--- src/rtl/risc8_cdi_decode.sv ---
// Registered instruction decoder for the 8-bit RISC core: one fetched byte in,
// one control/datapath bundle out a cycle later. Handles the two-byte CPY sequence.
module risc8_cdi_decode (
    input  logic       clk,
    input  logic       rst,
    input  logic [7:0] instr,
    input  logic       instr_vld,
    input  logic [2:0] alu_comp,
    output logic [1:0] a1,
    output logic [1:0] a2,
    output logic [1:0] a3,
    output logic [7:0] imm,
    output logic [3:0] alu_op,
    output logic [1:0] selb,
    output logic [2:0] selr,
    output logic       rw_en,
    output logic       mem_rd,
    output logic       mem_wr,
    output logic [1:0] stk_op,
    output logic       br_taken,
    output logic       sys_en,
    output logic [3:0] sys_op,
    output logic       illegal
);

    // instr is consumed on every rising edge where instr_vld=1; there is no
    // back-pressure. A cycle with instr_vld=0 yields the NOP bundle and holds state.
    typedef enum logic {ST_DEC = 1'b0, ST_IMM = 1'b1} state_t;

    localparam logic [3:0] ALU_NONE = 4'd0, ALU_ADD = 4'd1, ALU_SUB = 4'd2;
    localparam logic [1:0] SELB_NONE = 2'd0, SELB_REG = 2'd1, SELB_IMM = 2'd2, SELB_ONE = 2'd3;
    localparam logic [2:0] SELR_NONE = 3'd0, SELR_COM = 3'd1, SELR_IMM = 3'd2, SELR_ALUL = 3'd3,
                           SELR_ALUH = 3'd4, SELR_MEMH = 3'd5, SELR_MEML = 3'd6, SELR_INTR = 3'd7;

    state_t     r_state, w_state_nxt;
    logic [1:0] r_n, w_n_nxt;

    logic [1:0] w_a1, w_a2, w_selb, w_stk_op;
    logic [7:0] w_imm;
    logic [3:0] w_alu_op, w_sys_op, w_op;
    logic [2:0] w_selr;
    logic       w_rw_en, w_mem_rd, w_mem_wr, w_br_taken, w_sys_en, w_illegal;

    logic [1:0] r_a1, r_a2, r_selb, r_stk_op;
    logic [7:0] r_imm;
    logic [3:0] r_alu_op, r_sys_op;
    logic [2:0] r_selr;
    logic       r_rw_en, r_mem_rd, r_mem_wr, r_br_taken, r_sys_en, r_illegal;

    assign w_op = instr[7:4];

    always_comb begin
        w_state_nxt = r_state;
        w_n_nxt     = r_n;
        w_a1        = 2'd0;
        w_a2        = 2'd0;
        w_imm       = 8'd0;
        w_alu_op    = ALU_NONE;
        w_selb      = SELB_NONE;
        w_selr      = SELR_NONE;
        w_rw_en     = 1'b0;
        w_mem_rd    = 1'b0;
        w_mem_wr    = 1'b0;
        w_stk_op    = 2'd0;
        w_br_taken  = 1'b0;
        w_sys_en    = 1'b0;
        w_sys_op    = 4'd0;
        w_illegal   = 1'b0;
        if (instr_vld) begin
            if (r_state == ST_IMM) begin
                // Second CPY byte is data for the latched register.
                w_a1        = r_n;
                w_imm       = instr;
                w_selb      = SELB_IMM;
                w_selr      = SELR_IMM;
                w_rw_en     = 1'b1;
                w_state_nxt = ST_DEC;
            end else if (instr == 8'hFE || instr == 8'hFF) begin
                w_illegal = 1'b1;
            end else if (w_op == 4'h0 && instr[3:2] == instr[1:0]) begin
                w_n_nxt     = instr[3:2];
                w_state_nxt = ST_IMM;
            end else begin
                w_a1 = instr[3:2];
                w_a2 = instr[1:0];
                case (w_op)
                    4'h0: begin
                        w_selr  = SELR_COM;
                        w_rw_en = 1'b1;
                    end
                    4'hC: begin
                        w_mem_rd = ~instr[0];
                        w_mem_wr = instr[0];
                        w_rw_en  = ~instr[0];
                        if (!instr[0]) w_selr = instr[1] ? SELR_MEML : SELR_MEMH;
                    end
                    4'hD: begin
                        w_rw_en = 1'b1;
                        case (instr[1:0])
                            2'b00: begin w_alu_op = ALU_ADD; w_selb = SELB_ONE; w_selr = SELR_ALUL; end
                            2'b01: begin w_alu_op = ALU_SUB; w_selb = SELB_ONE; w_selr = SELR_ALUL; end
                            2'b10: w_selr = SELR_ALUH;
                            default: w_selr = SELR_INTR;
                        endcase
                    end
                    4'hE: begin
                        case (instr[1:0])
                            2'b00: w_stk_op = 2'd1;
                            2'b01: begin w_stk_op = 2'd2; w_selr = SELR_MEML; w_rw_en = 1'b1; end
                            2'b10: w_stk_op = 2'd3;
                            default: begin
                                case (instr[3:2])
                                    2'd0: w_br_taken = alu_comp[0];
                                    2'd1: w_br_taken = alu_comp[1];
                                    2'd2: w_br_taken = alu_comp[2];
                                    default: w_br_taken = 1'b1;
                                endcase
                            end
                        endcase
                    end
                    4'hF: begin
                        w_sys_en = 1'b1;
                        w_sys_op = instr[3:0];
                    end
                    default: begin
                        w_alu_op = w_op;
                        w_selb   = SELB_REG;
                        w_selr   = SELR_ALUL;
                        w_rw_en  = 1'b1;
                    end
                endcase
            end
        end
    end

    always_ff @(posedge clk or posedge rst) begin
        if (rst) begin
            r_state    <= ST_DEC;
            r_n        <= 2'd0;
            r_a1       <= 2'd0;
            r_a2       <= 2'd0;
            r_imm      <= 8'd0;
            r_alu_op   <= ALU_NONE;
            r_selb     <= SELB_NONE;
            r_selr     <= SELR_NONE;
            r_rw_en    <= 1'b0;
            r_mem_rd   <= 1'b0;
            r_mem_wr   <= 1'b0;
            r_stk_op   <= 2'd0;
            r_br_taken <= 1'b0;
            r_sys_en   <= 1'b0;
            r_sys_op   <= 4'd0;
            r_illegal  <= 1'b0;
        end else begin
            r_state    <= w_state_nxt;
            r_n        <= w_n_nxt;
            r_a1       <= w_a1;
            r_a2       <= w_a2;
            r_imm      <= w_imm;
            r_alu_op   <= w_alu_op;
            r_selb     <= w_selb;
            r_selr     <= w_selr;
            r_rw_en    <= w_rw_en;
            r_mem_rd   <= w_mem_rd;
            r_mem_wr   <= w_mem_wr;
            r_stk_op   <= w_stk_op;
            r_br_taken <= w_br_taken;
            r_sys_en   <= w_sys_en;
            r_sys_op   <= w_sys_op;
            r_illegal  <= w_illegal;
        end
    end

    assign a1       = r_a1;
    assign a2       = r_a2;
    assign a3       = r_a1;
    assign imm      = r_imm;
    assign alu_op   = r_alu_op;
    assign selb     = r_selb;
    assign selr     = r_selr;
    assign rw_en    = r_rw_en;
    assign mem_rd   = r_mem_rd;
    assign mem_wr   = r_mem_wr;
    assign stk_op   = r_stk_op;
    assign br_taken = r_br_taken;
    assign sys_en   = r_sys_en;
    assign sys_op   = r_sys_op;
    assign illegal  = r_illegal;

endmodule

--- config.mk ---
export PLATFORM = sky130hd
export DESIGN_NAME = risc8_cdi_decode
export DESIGN_NICKNAME = d
export VERILOG_FILES = /design/src/rtl/risc8_cdi_decode.sv
export SDC_FILE = /design/constraint.sdc
export NUM_CORES = 1
export LEC_CHECK = 0
export BUFFER_PORTS_ARGS = -buffer_cell sky130_fd_sc_hd__buf_4
export CAP_MARGIN = 20
export CORE_MARGIN = 2
export CORE_UTILIZATION = 40
export DETAILED_ROUTE_END_ITERATION = 7
export PLACE_DENSITY = 0.67
export SYNTH_ARGS = -nofsm -noshare
export SYNTH_HDL_FRONTEND = slang
export SYNTH_SLANG_ARGS = --single-unit
--- constraint.sdc ---
create_clock -name clk -period 1.01 [get_ports clk]
set_input_delay 0.202 -clock clk [delete_from_list [all_inputs] [get_ports clk]]
set_output_delay 0.202 -clock clk [all_outputs]
set_load 0.02 [all_outputs]
==> results, run 1 <==
- The area of the core is 3943 sq um.
- Cells fill between 60% and 70% of the core in the end.
- The Yosys step of the flow raised 0 warnings.
- The number of global-route vias before repair is 1,323.
- The final critical path takes up 119.6% of the cycle.
- After technology mapping, the gate count stands at between 100 and 150.
- The number of design-rule violations left by the first detailed-router iteration is 58.
- In this run the remaining antenna-violating nets after routing total 0.
- The net switching fraction of the power is between 20% and 30%.
- After synthesis, the most frequently instantiated cells are 36 x sky130_fd_sc_hd__dfrtp_1, 16 x sky130_fd_sc_hd__nor2_1, 10 x sky130_fd_sc_hd__o21ai_0.
- The kind of cell with the highest combined delay on the critical path is simple AND/OR/NAND/NOR gates.
- The synthesized design spends more area on one cell type than any other, namely sky130_fd_sc_hd__dfrtp_1.
- The number of nets handed over by synthesis was 163.
- The global-route wire length before repair is ~6.3 mm.
- The static power due to leakage is 1.348 nW.
- The repair_antennas step left the layout with diodes totalling 0.
- For this design the total switching power over the nets is approximately 0.90 mW.
- Entering global routing, the biggest net connects 37 pins.
- For this design the top-level I/O count stands at 49.
- The max-slew violation total from the final report is 0.
- The worst max-slew margin expressed relative to the limit is 80.03%.
- The worst setup margin is -0.1982 ns.
- The main flop type after synthesis is sky130_fd_sc_hd__dfrtp_1.
- The first detailed-routing pass ran for 4 iterations.
- The clock network burns approximately 37% of the power.
- The number of synthesized register bits is 36.
- The peak supply drop is 0.7058 mV.
- The clock passes through at most 2 buffers.
- The dominant cell by count in the synthesized netlist is sky130_fd_sc_hd__dfrtp_1.
- The critical path launch point type is a register.
- In this run, flip-flops and latches consume roughly 44% of the power.
- The finished cells cover between 2000 and 3000 sq um.
- In the routed layout, each cell is associated on average with a via count of 4.886.
- In this design, the stage delay of the slowest critical-path cell is 0.37 ns.
- Along the worst path, the maximum fanout reaches 6.
- The final hold violation count is 0.
- The CTS sink count is 36.
- Power spread over the standard cell area amounts to 1263 nW/um^2.
- The critical path is of the register to register type.
- The final wirelength is 4.128 mm.
- The final reports fail on setup timing.
- The highest achievable clock rate is 827.7 MHz.
- The initialized floorplan defines 23 standard-cell rows.
- From left edge to right edge, the die measures 67.38 um.
- The CTS tree is built.
- Summed over all failing endpoints, the final setup total negative slack is -2.495 ns.
- The detailed placer's ending HPWL is 2.785 mm.
- The initial utilization of the core area, before any placement, comes to 40.75%.
- Setup repair after global routing could not meet its margin everywhere.
- The fraction of layout cells with a size suffix above 1 is about 57%.
- After synthesis, the cell types taking the most area are sky130_fd_sc_hd__dfrtp_1 56%, sky130_fd_sc_hd__ha_1 4.7%, sky130_fd_sc_hd__nor2_1 3.7%, sky130_fd_sc_hd__o21ai_0 3.1%, sky130_fd_sc_hd__inv_1 2.1%.
- The die is between 60 and 70 um tall.
- Routability-driven placement finished with a final weighted congestion of 0.8112.
- The mapped cell area is 1607 sq um.
- The average wire length per cell after detail routing is ~15 um.
- At the later pin of the worst-skew pair, clock insertion delay measures approximately 0.3 ns.
- For the finished layout, the period the worst path requires is 1.208 ns.
- The net count of the finished layout is 249.
- The number of buffers and inverters on the critical path is 1.
- The clock tree skew after final layout is 0.004255 ns.
- The root buffer selected by CTS is sky130_fd_sc_hd__clkbuf_8.
- Max-cap violations in this run came to 0.
- Combinational logic is responsible for 18.6% of the overall power.
- In this run, synthesis inferred 0 flip-flops with an integrated enable.
- The run finished, with violations left.
- Setup violations remaining at the end of the flow were counted as 35.
- The slew of the pin with the lowest slew margin is roughly 0.3 ns.
- The data required time at the worst endpoint is approximately 1.2 ns.
- Summed over all layers, the global routing overflow is 0.
- The internal power component is 2.529 mW.
- The tightest min-delay check is of the input port to register type.
- The H-tree generated during clock tree synthesis spans 2 levels.
- Global routing used approximately a fifth of the available tracks.
- Counting distinct cell types in the post-synthesis netlist gives 35.
- The floorplan step defined a die boundary enclosing 4539 sq um.
- The quantity of I/O buffers inserted on ports is 48.
- The number of antenna violations at the first check in global routing is 0.
- The slowest stage cell on the critical path is sky130_fd_sc_hd__dfrtp_1.
- The critical path goes through and2b_4 > buf_4 > nand4_4 > nor3_2.
- Counting flops with an async set or reset pin after synthesis yields a share of 100.0%.
- The clock-pin transition on the worst setup and hold timing paths is 0.07 ns.
- The arrival time of data at the critical path endpoint is 1.41 ns.
- The number of clock buffers inserted by TritonCTS is 5.
- The count of unresolved DRC violations after routing is 0.
- The placement-stage cell area is 2265 sq um.
- The layout has 274 filler cells.
- The fraction of the yosys area taken by sequential cells is 56.07%.
- The endpoint type of the worst setup path is a register.
- The area share of the largest cell type after synthesis is 56.07%.
- In this run the mean area of a mapped cell was 11.23 sq um.
- The total number of vias is 1,368.
- The area overhead of the layout relative to synthesis is 69.08%.
per-stage QoR:
step / setup slack (ns) / std cells / power, mW / hold slack, ns
after global routing: -0.2265 / 280 / 3.578 / 0.2050
after floorplan: -0.2918 / 143 / 1.805 / 0.2718
final: -0.1982 / 280 / 3.432 / 0.2035
after detailed placement: -0.5112 / 267 / 2.061 / 0.2739
after CTS: -0.1581 / 277 / 3.388 / 0.1964
after global placement: -0.4285 / 267 / 2.050 / 0.2675
tightest hold or removal path, stage by stage:
cell and delay (ns):
sky130_fd_sc_hd__buf_4 0.11, sky130_fd_sc_hd__buf_4 0.11, sky130_fd_sc_hd__nor3b_2 0.04
kinds of logic (layout without fill, tap and decap cells):
| family | Yosys count | in the layout | share of synthesized area (%) |
|---|---|---|---|
| AND/OR/NAND/NOR | 61 | 62 | 23.83 |
| flip-flops | 36 | 36 | 56.07 |
| AO/OA/AOI/OAI | 21 | 21 | 8.178 |
| buffers and inverters | 16 | 102 | 5.529 |
| adder cells (fa/ha/maj) | 6 | 6 | 4.673 |
| XOR/XNOR | 2 | 2 | 1.091 |
| multiplexers | 1 | 1 | 0.6231 |
routing by layer:
| metal | up-vias | wire (um) | track usage (%) |
|---|---|---|---|
| li1 | 659 | - | - |
| met1 | 666 | 1666 | 22.47 |
| met2 | 34 | 2207 | 31.93 |
| met3 | 9 | 157 | 5.167 |
| met4 | 0 | 97 | 9.694 |
| met5 | - | 0 | 0 |
worst paths after layout:
check,start,endpoint,slack (ns),cells past startpoint
max,r_state$_DFFE_PP0P_,sys_op[1]$_DFF_PP0_,-0.20,4
min,instr[7],alu_op[2]$_DFF_PP0_,0.20,3
max reg2reg,r_state$_DFFE_PP0P_,sys_op[1]$_DFF_PP0_,-0.20,4
min reg2reg,r_n[0]$_DFFE_PP0P_,r_n[0]$_DFFE_PP0P_,0.51,2
max in group asynchronous,rst,r_state$_DFFE_PP0P_,0.33,4
min in group asynchronous,rst,selr[0]$_DFF_PP0_,0.50,4
state kept, by name, indices dropped and copies added, names as in the netlist, 2 cells and up:
| name | count |
|---|---|
| selr | 3 |
| sys_op | 4 |
| alu_op | 4 |
| a1 | 2 |
| r_n | 2 |
| a2 | 2 |
| imm | 8 |
| selb | 2 |
| stk_op | 2 |
cell usage in the layout, fill, tap and decap left out, types with 2 or more instances in the layout:
cell                       netlist  layout
sky130_fd_sc_hd__nor3_2          3       6
sky130_fd_sc_hd__ha_4            0       2
sky130_fd_sc_hd__xnor2_2         0       2
sky130_fd_sc_hd__nor2_2          0       5
sky130_fd_sc_hd__nand3_1         4       3
sky130_fd_sc_hd__nor3b_2         1       3
sky130_fd_sc_hd__nand4_1         2       2
sky130_fd_sc_hd__o21ai_0        10       6
sky130_fd_sc_hd__buf_6           2      36
sky130_fd_sc_hd__inv_1           9       8
sky130_fd_sc_hd__nand2_1         9       8
sky130_fd_sc_hd__clkbuf_8        0       5
sky130_fd_sc_hd__nand4_4         1       2
sky130_fd_sc_hd__buf_12          0       2
sky130_fd_sc_hd__and2_1          2       2
sky130_fd_sc_hd__nor2_1         16      11
sky130_fd_sc_hd__nand2b_1        4       3
sky130_fd_sc_hd__and3_1          4       4
sky130_fd_sc_hd__ha_1            6       4
sky130_fd_sc_hd__o21ai_1         1       3
sky130_fd_sc_hd__a21oi_1         5       4
sky130_fd_sc_hd__o21ai_2         1       3
sky130_fd_sc_hd__nand3_4         0       3
sky130_fd_sc_hd__dfrtp_1        36      36
sky130_fd_sc_hd__buf_4           3      46
layout make-up:
cell class	instances	area [sq um]	share of cell area [%]
repair buffers	85	800.8	29.48
clock inverters	3	42.54	1.566
inverters	9	38.79	1.428
well taps	50	62.56	2.303
clock buffers	5	68.82	2.533
multi-input cells	92	802.0	29.53
flip-flops and latches	36	900.9	33.16
what timing repair did:
action	CTS	global route
gates cloned	0	1
setup buffers	1	2
hold buffers	1	0
pin swaps	7	13
endpoints found under the hold margin	36	0
gates resized for setup	48	25
setup endpoints to repair	60	63
power by group through the flow:
| stage | registers (mW) | clock network [mW] | logic (mW) |
|---|---|---|---|
| after floorplan | 1.59 | 0 | 0.218 |
| final | 1.52 | 1.27 | 0.639 |
| after global routing | 1.52 | 1.37 | 0.690 |
| after detailed placement | 1.54 | 0 | 0.523 |
| after global placement | 1.54 | 0 | 0.513 |
| after CTS | 1.52 | 1.29 | 0.576 |
(Power assumes the default switching activity.)
==> run 2, diff against run 1 <==
- BUFFER_PORTS_ARGS: -buffer_cell sky130_fd_sc_hd__buf_4 -> unset
- DONT_BUFFER_PORTS: unset -> 1
- PLACE_DENSITY: 0.67 -> 0.56
==> run 2 against run 1 <==
The run still ends with setup timing left. Count of clock-buffer cells in the layout rose by 3. Sequential cell count did not move. Cell count fell by 21%. Wire length fell by 15%. Die area did not move. Worst setup slack improved by 0.038 ns. Worst hold slack got worse by 0.19 ns. Sequential power rose by 3%. Combinational power fell by 48%. Critical path type unchanged.
==> results, run 2 (synthesized netlist as in run 1, its figures left out) <==
- Sequential cells account for a little over half of the total power.
- The checks that failed: setup timing.
- In the final layout, the share of cells above drive strength 1 is 35.29%.
- The startpoint identified for the worst hold timing path is instr_vld.
- Counting instances, the worst hold path has a depth of 1.
- The later pin in the worst-skew pair is clocked with a latency of 0.28 ns.
- CTS placed an instance of sky130_fd_sc_hd__clkbuf_8 at the clock tree root.
- The worst setup path is captured at a register.
- The run finished, with violations left.
- Of the available clock period, the critical path in the final layout requires 115.9%.
- The number of global-route vias before repair came to about 1,100.
- The worst setup path category is register to register.
- Setup repair after global routing could not meet its margin everywhere.
- For this design the static power due to leakage is 0.9893 nW.
- In the layout the commonest cells are 34 x sky130_fd_sc_hd__dfrtp_1, 21 x sky130_fd_sc_hd__buf_4, 11 x sky130_fd_sc_hd__nor2_1.
- The final period demand of the worst path is 1.171 ns.
- Setup violations remaining at the end of the flow were counted as 25.
- In the final layout, flip-flops and latches occupy about 900 sq um.
- The clock-pin transition on the worst setup and hold timing paths is 0.07 ns.
- The internal power component is about 2.2 mW.
- The worst register-to-register path has a depth of 4.
- The floorplan step defined a core boundary enclosing roughly 4000 sq um.
- The final wirelength is about 3.5 mm.
- The data required time at the worst endpoint is roughly 1.2 ns.
- The floorplan has 23 rows.
- In the global route stage, overall resource usage came out at 16.93%.
- The clock tree skew after final layout is 0.003762 ns.
- The final antenna-violating net count is 0.
- The quantity of I/O buffers inserted on ports is 0.
- The combined area of the multi-input logic cells is 762.0 sq um.
- The area overhead of the layout relative to synthesis is 28.19%.
- The arrival time of data at the critical path endpoint is roughly 1.4 ns.
- The critical path launch point type is a register.
- Net switching is roughly a quarter of the power.
- Buffers inserted during clock tree synthesis total 5.
- The number of fill cells in the layout is 328.
- In this run the power density over the cells is between 1000 and 1500 nW/um^2.
- The detailed router finished its first iteration with slightly above 60 violations.
- The max-slew violation total from the final report was 0.
- Counting every sink on the clock net gives 36.
- The number of detailed-routing iterations run before antenna repair is 4.
- Once routing completed, OpenROAD measured the worst setup slack at -0.1605 ns.
- For this run, the share of the core covered by cells in the final layout is a little over half.
- The final hold violation count is 0.
- The cell area after layout is 2059 sq um.
- The H-tree depth reported by CTS is 2.
- Dividing the detail-routed via count by the number of cells gives 5.045.
- The post-placement worst setup slack is -0.3447 ns.
- The worst hold path belongs to the class input port to register.
- The CTS tree is built.
- The library cell used most frequently in the layout, excluding fill and tap cells, is sky130_fd_sc_hd__dfrtp_1.
- The number of diodes added for antenna fixing is 0.
- The slew of the pin with the lowest slew margin is slightly above 0.3 ns.
- The origin of the critical flop-to-flop path is r_state$_DFFE_PP0P_.
- For flop-to-flop paths, the worst setup slack is -0.16 ns.
- The number of antenna violations at the first check in global routing was 0.
- In this run the critical register-to-register path is captured at a1[1]$_DFF_PP0_.
- Summed over all layers, the global routing overflow is 0.
- The count of unresolved DRC violations after routing is 0.
- Routability-driven placement finished with a final weighted congestion of 0.8560.
- The fraction of power consumed by combinational cells is 11.3%.
- The highest achievable clock rate is 854.3 MHz.
- The worst max-slew margin expressed relative to the limit is 79.51%.
- Across all hold checks on the routed design, the worst slack comes to 0.01747 ns.
- IR analysis of the VDD net gives a maximum drop of 0.5790 mV.
- The starting density of the core is 40.75%.
- The final route contains 1,110 vias.
- The clock passes through at most 2 buffers.
- The terminating pin of the worst hold path is r_state$_DFFE_PP0P_.
- For this design the top-level I/O count stands at 49.
- The placement-stage cell area is 1807 sq um.
- The final layout contains 189 nets.
- The register with the most flip-flops in the layout has 8 of them.
- In the final routed layout, each cell accounts on average for 15.88 um.
- The max-capacitance violation count is 0.
- The global-route wire length before repair is 5.444 mm.
- The biggest fanout along the worst timing path is 6.
- Entering global routing, the biggest net connects 37 pins.
- In this run, the clock network consumes 34.9% of the power.
- The overall die width is 67.38 um.
- The analysis attributes to net switching a power of approximately 0.73 mW.
- The floorplan step defined a die boundary enclosing 4539 sq um.
- The detailed placer's ending HPWL is 2.441 mm.
- The vertical die dimension is 67.38 um.
run 2: how the worst max path moves through the flow:
| stage | start | endpoint |
|---|---|---|
| global route | r_state$_DFFE_PP0P_ | r_n[1]$_DFFE_PP0P_ |
| floorplan | instr[0] | selb[1]$_DFF_PP0_ |
| detailed placement | instr[0] | a1[1]$_DFF_PP0_ |
| global placement | instr[0] | a1[1]$_DFF_PP0_ |
| finish | r_state$_DFFE_PP0P_ | a1[1]$_DFF_PP0_ |
| CTS | r_state$_DFFE_PP0P_ | r_n[0]$_DFFE_PP0P_ |
run 2: per-layer routing:
metal | wire, um | track usage [%]
met3 | 242 | 7.167
met4 | 23 | 6.888
met2 | 1708 | 27.10
met1 | 1520 | 20.04
met5 | 0 | 0
run 2: power groups by stage:
stage	combinational [mW]	clock (mW)	sequential [mW]
floorplan	0.218	0	1.59
global placement	0.270	0	1.60
detailed placement	0.277	0	1.60
CTS	0.293	1.06	1.57
global route	0.366	1.12	1.58
finish	0.330	1.02	1.57
run 2: what timing repair did:
item / in CTS / in global routing
hold buffers: 3 / 0
resized for setup: 7 / 19
hold endpoints to repair: 38 / 0
setup endpoints to repair: 31 / 28
setup buffers: 0 / 2
pin swaps: 3 / 7
gates cloned: 0 / 1
run 2: cell type report:
class / count / area share, %
Clock buffer: 8 / 4.374
Multi-Input combinational cell: 92 / 37.00
Inverter: 9 / 1.640
Tap cell: 50 / 3.038
Sequential cell: 36 / 43.86
Timing Repair Buffer: 25 / 10.09
run 2: critical path: stages (launching register included):
cell and delay [ns]:
sky130_fd_sc_hd__dfrtp_1 0.37, sky130_fd_sc_hd__and2b_4 0.28, sky130_fd_sc_hd__buf_4 0.13, sky130_fd_sc_hd__nand3_4 0.14
sky130_fd_sc_hd__o21ai_1 0.17
run 2: metrics by stage:
step | TNS, ns | cells | power [mW]
2_1_floorplan | -3.749 | 143 | 1.805
3_3_place_gp | -4.579 | 206 | 1.868
3_5_place_dp | -4.896 | 206 | 1.876
4_1_cts | -1.292 | 217 | 2.930
5_1_grt | -3.753 | 220 | 3.067
6_report | -2.134 | 220 | 2.923
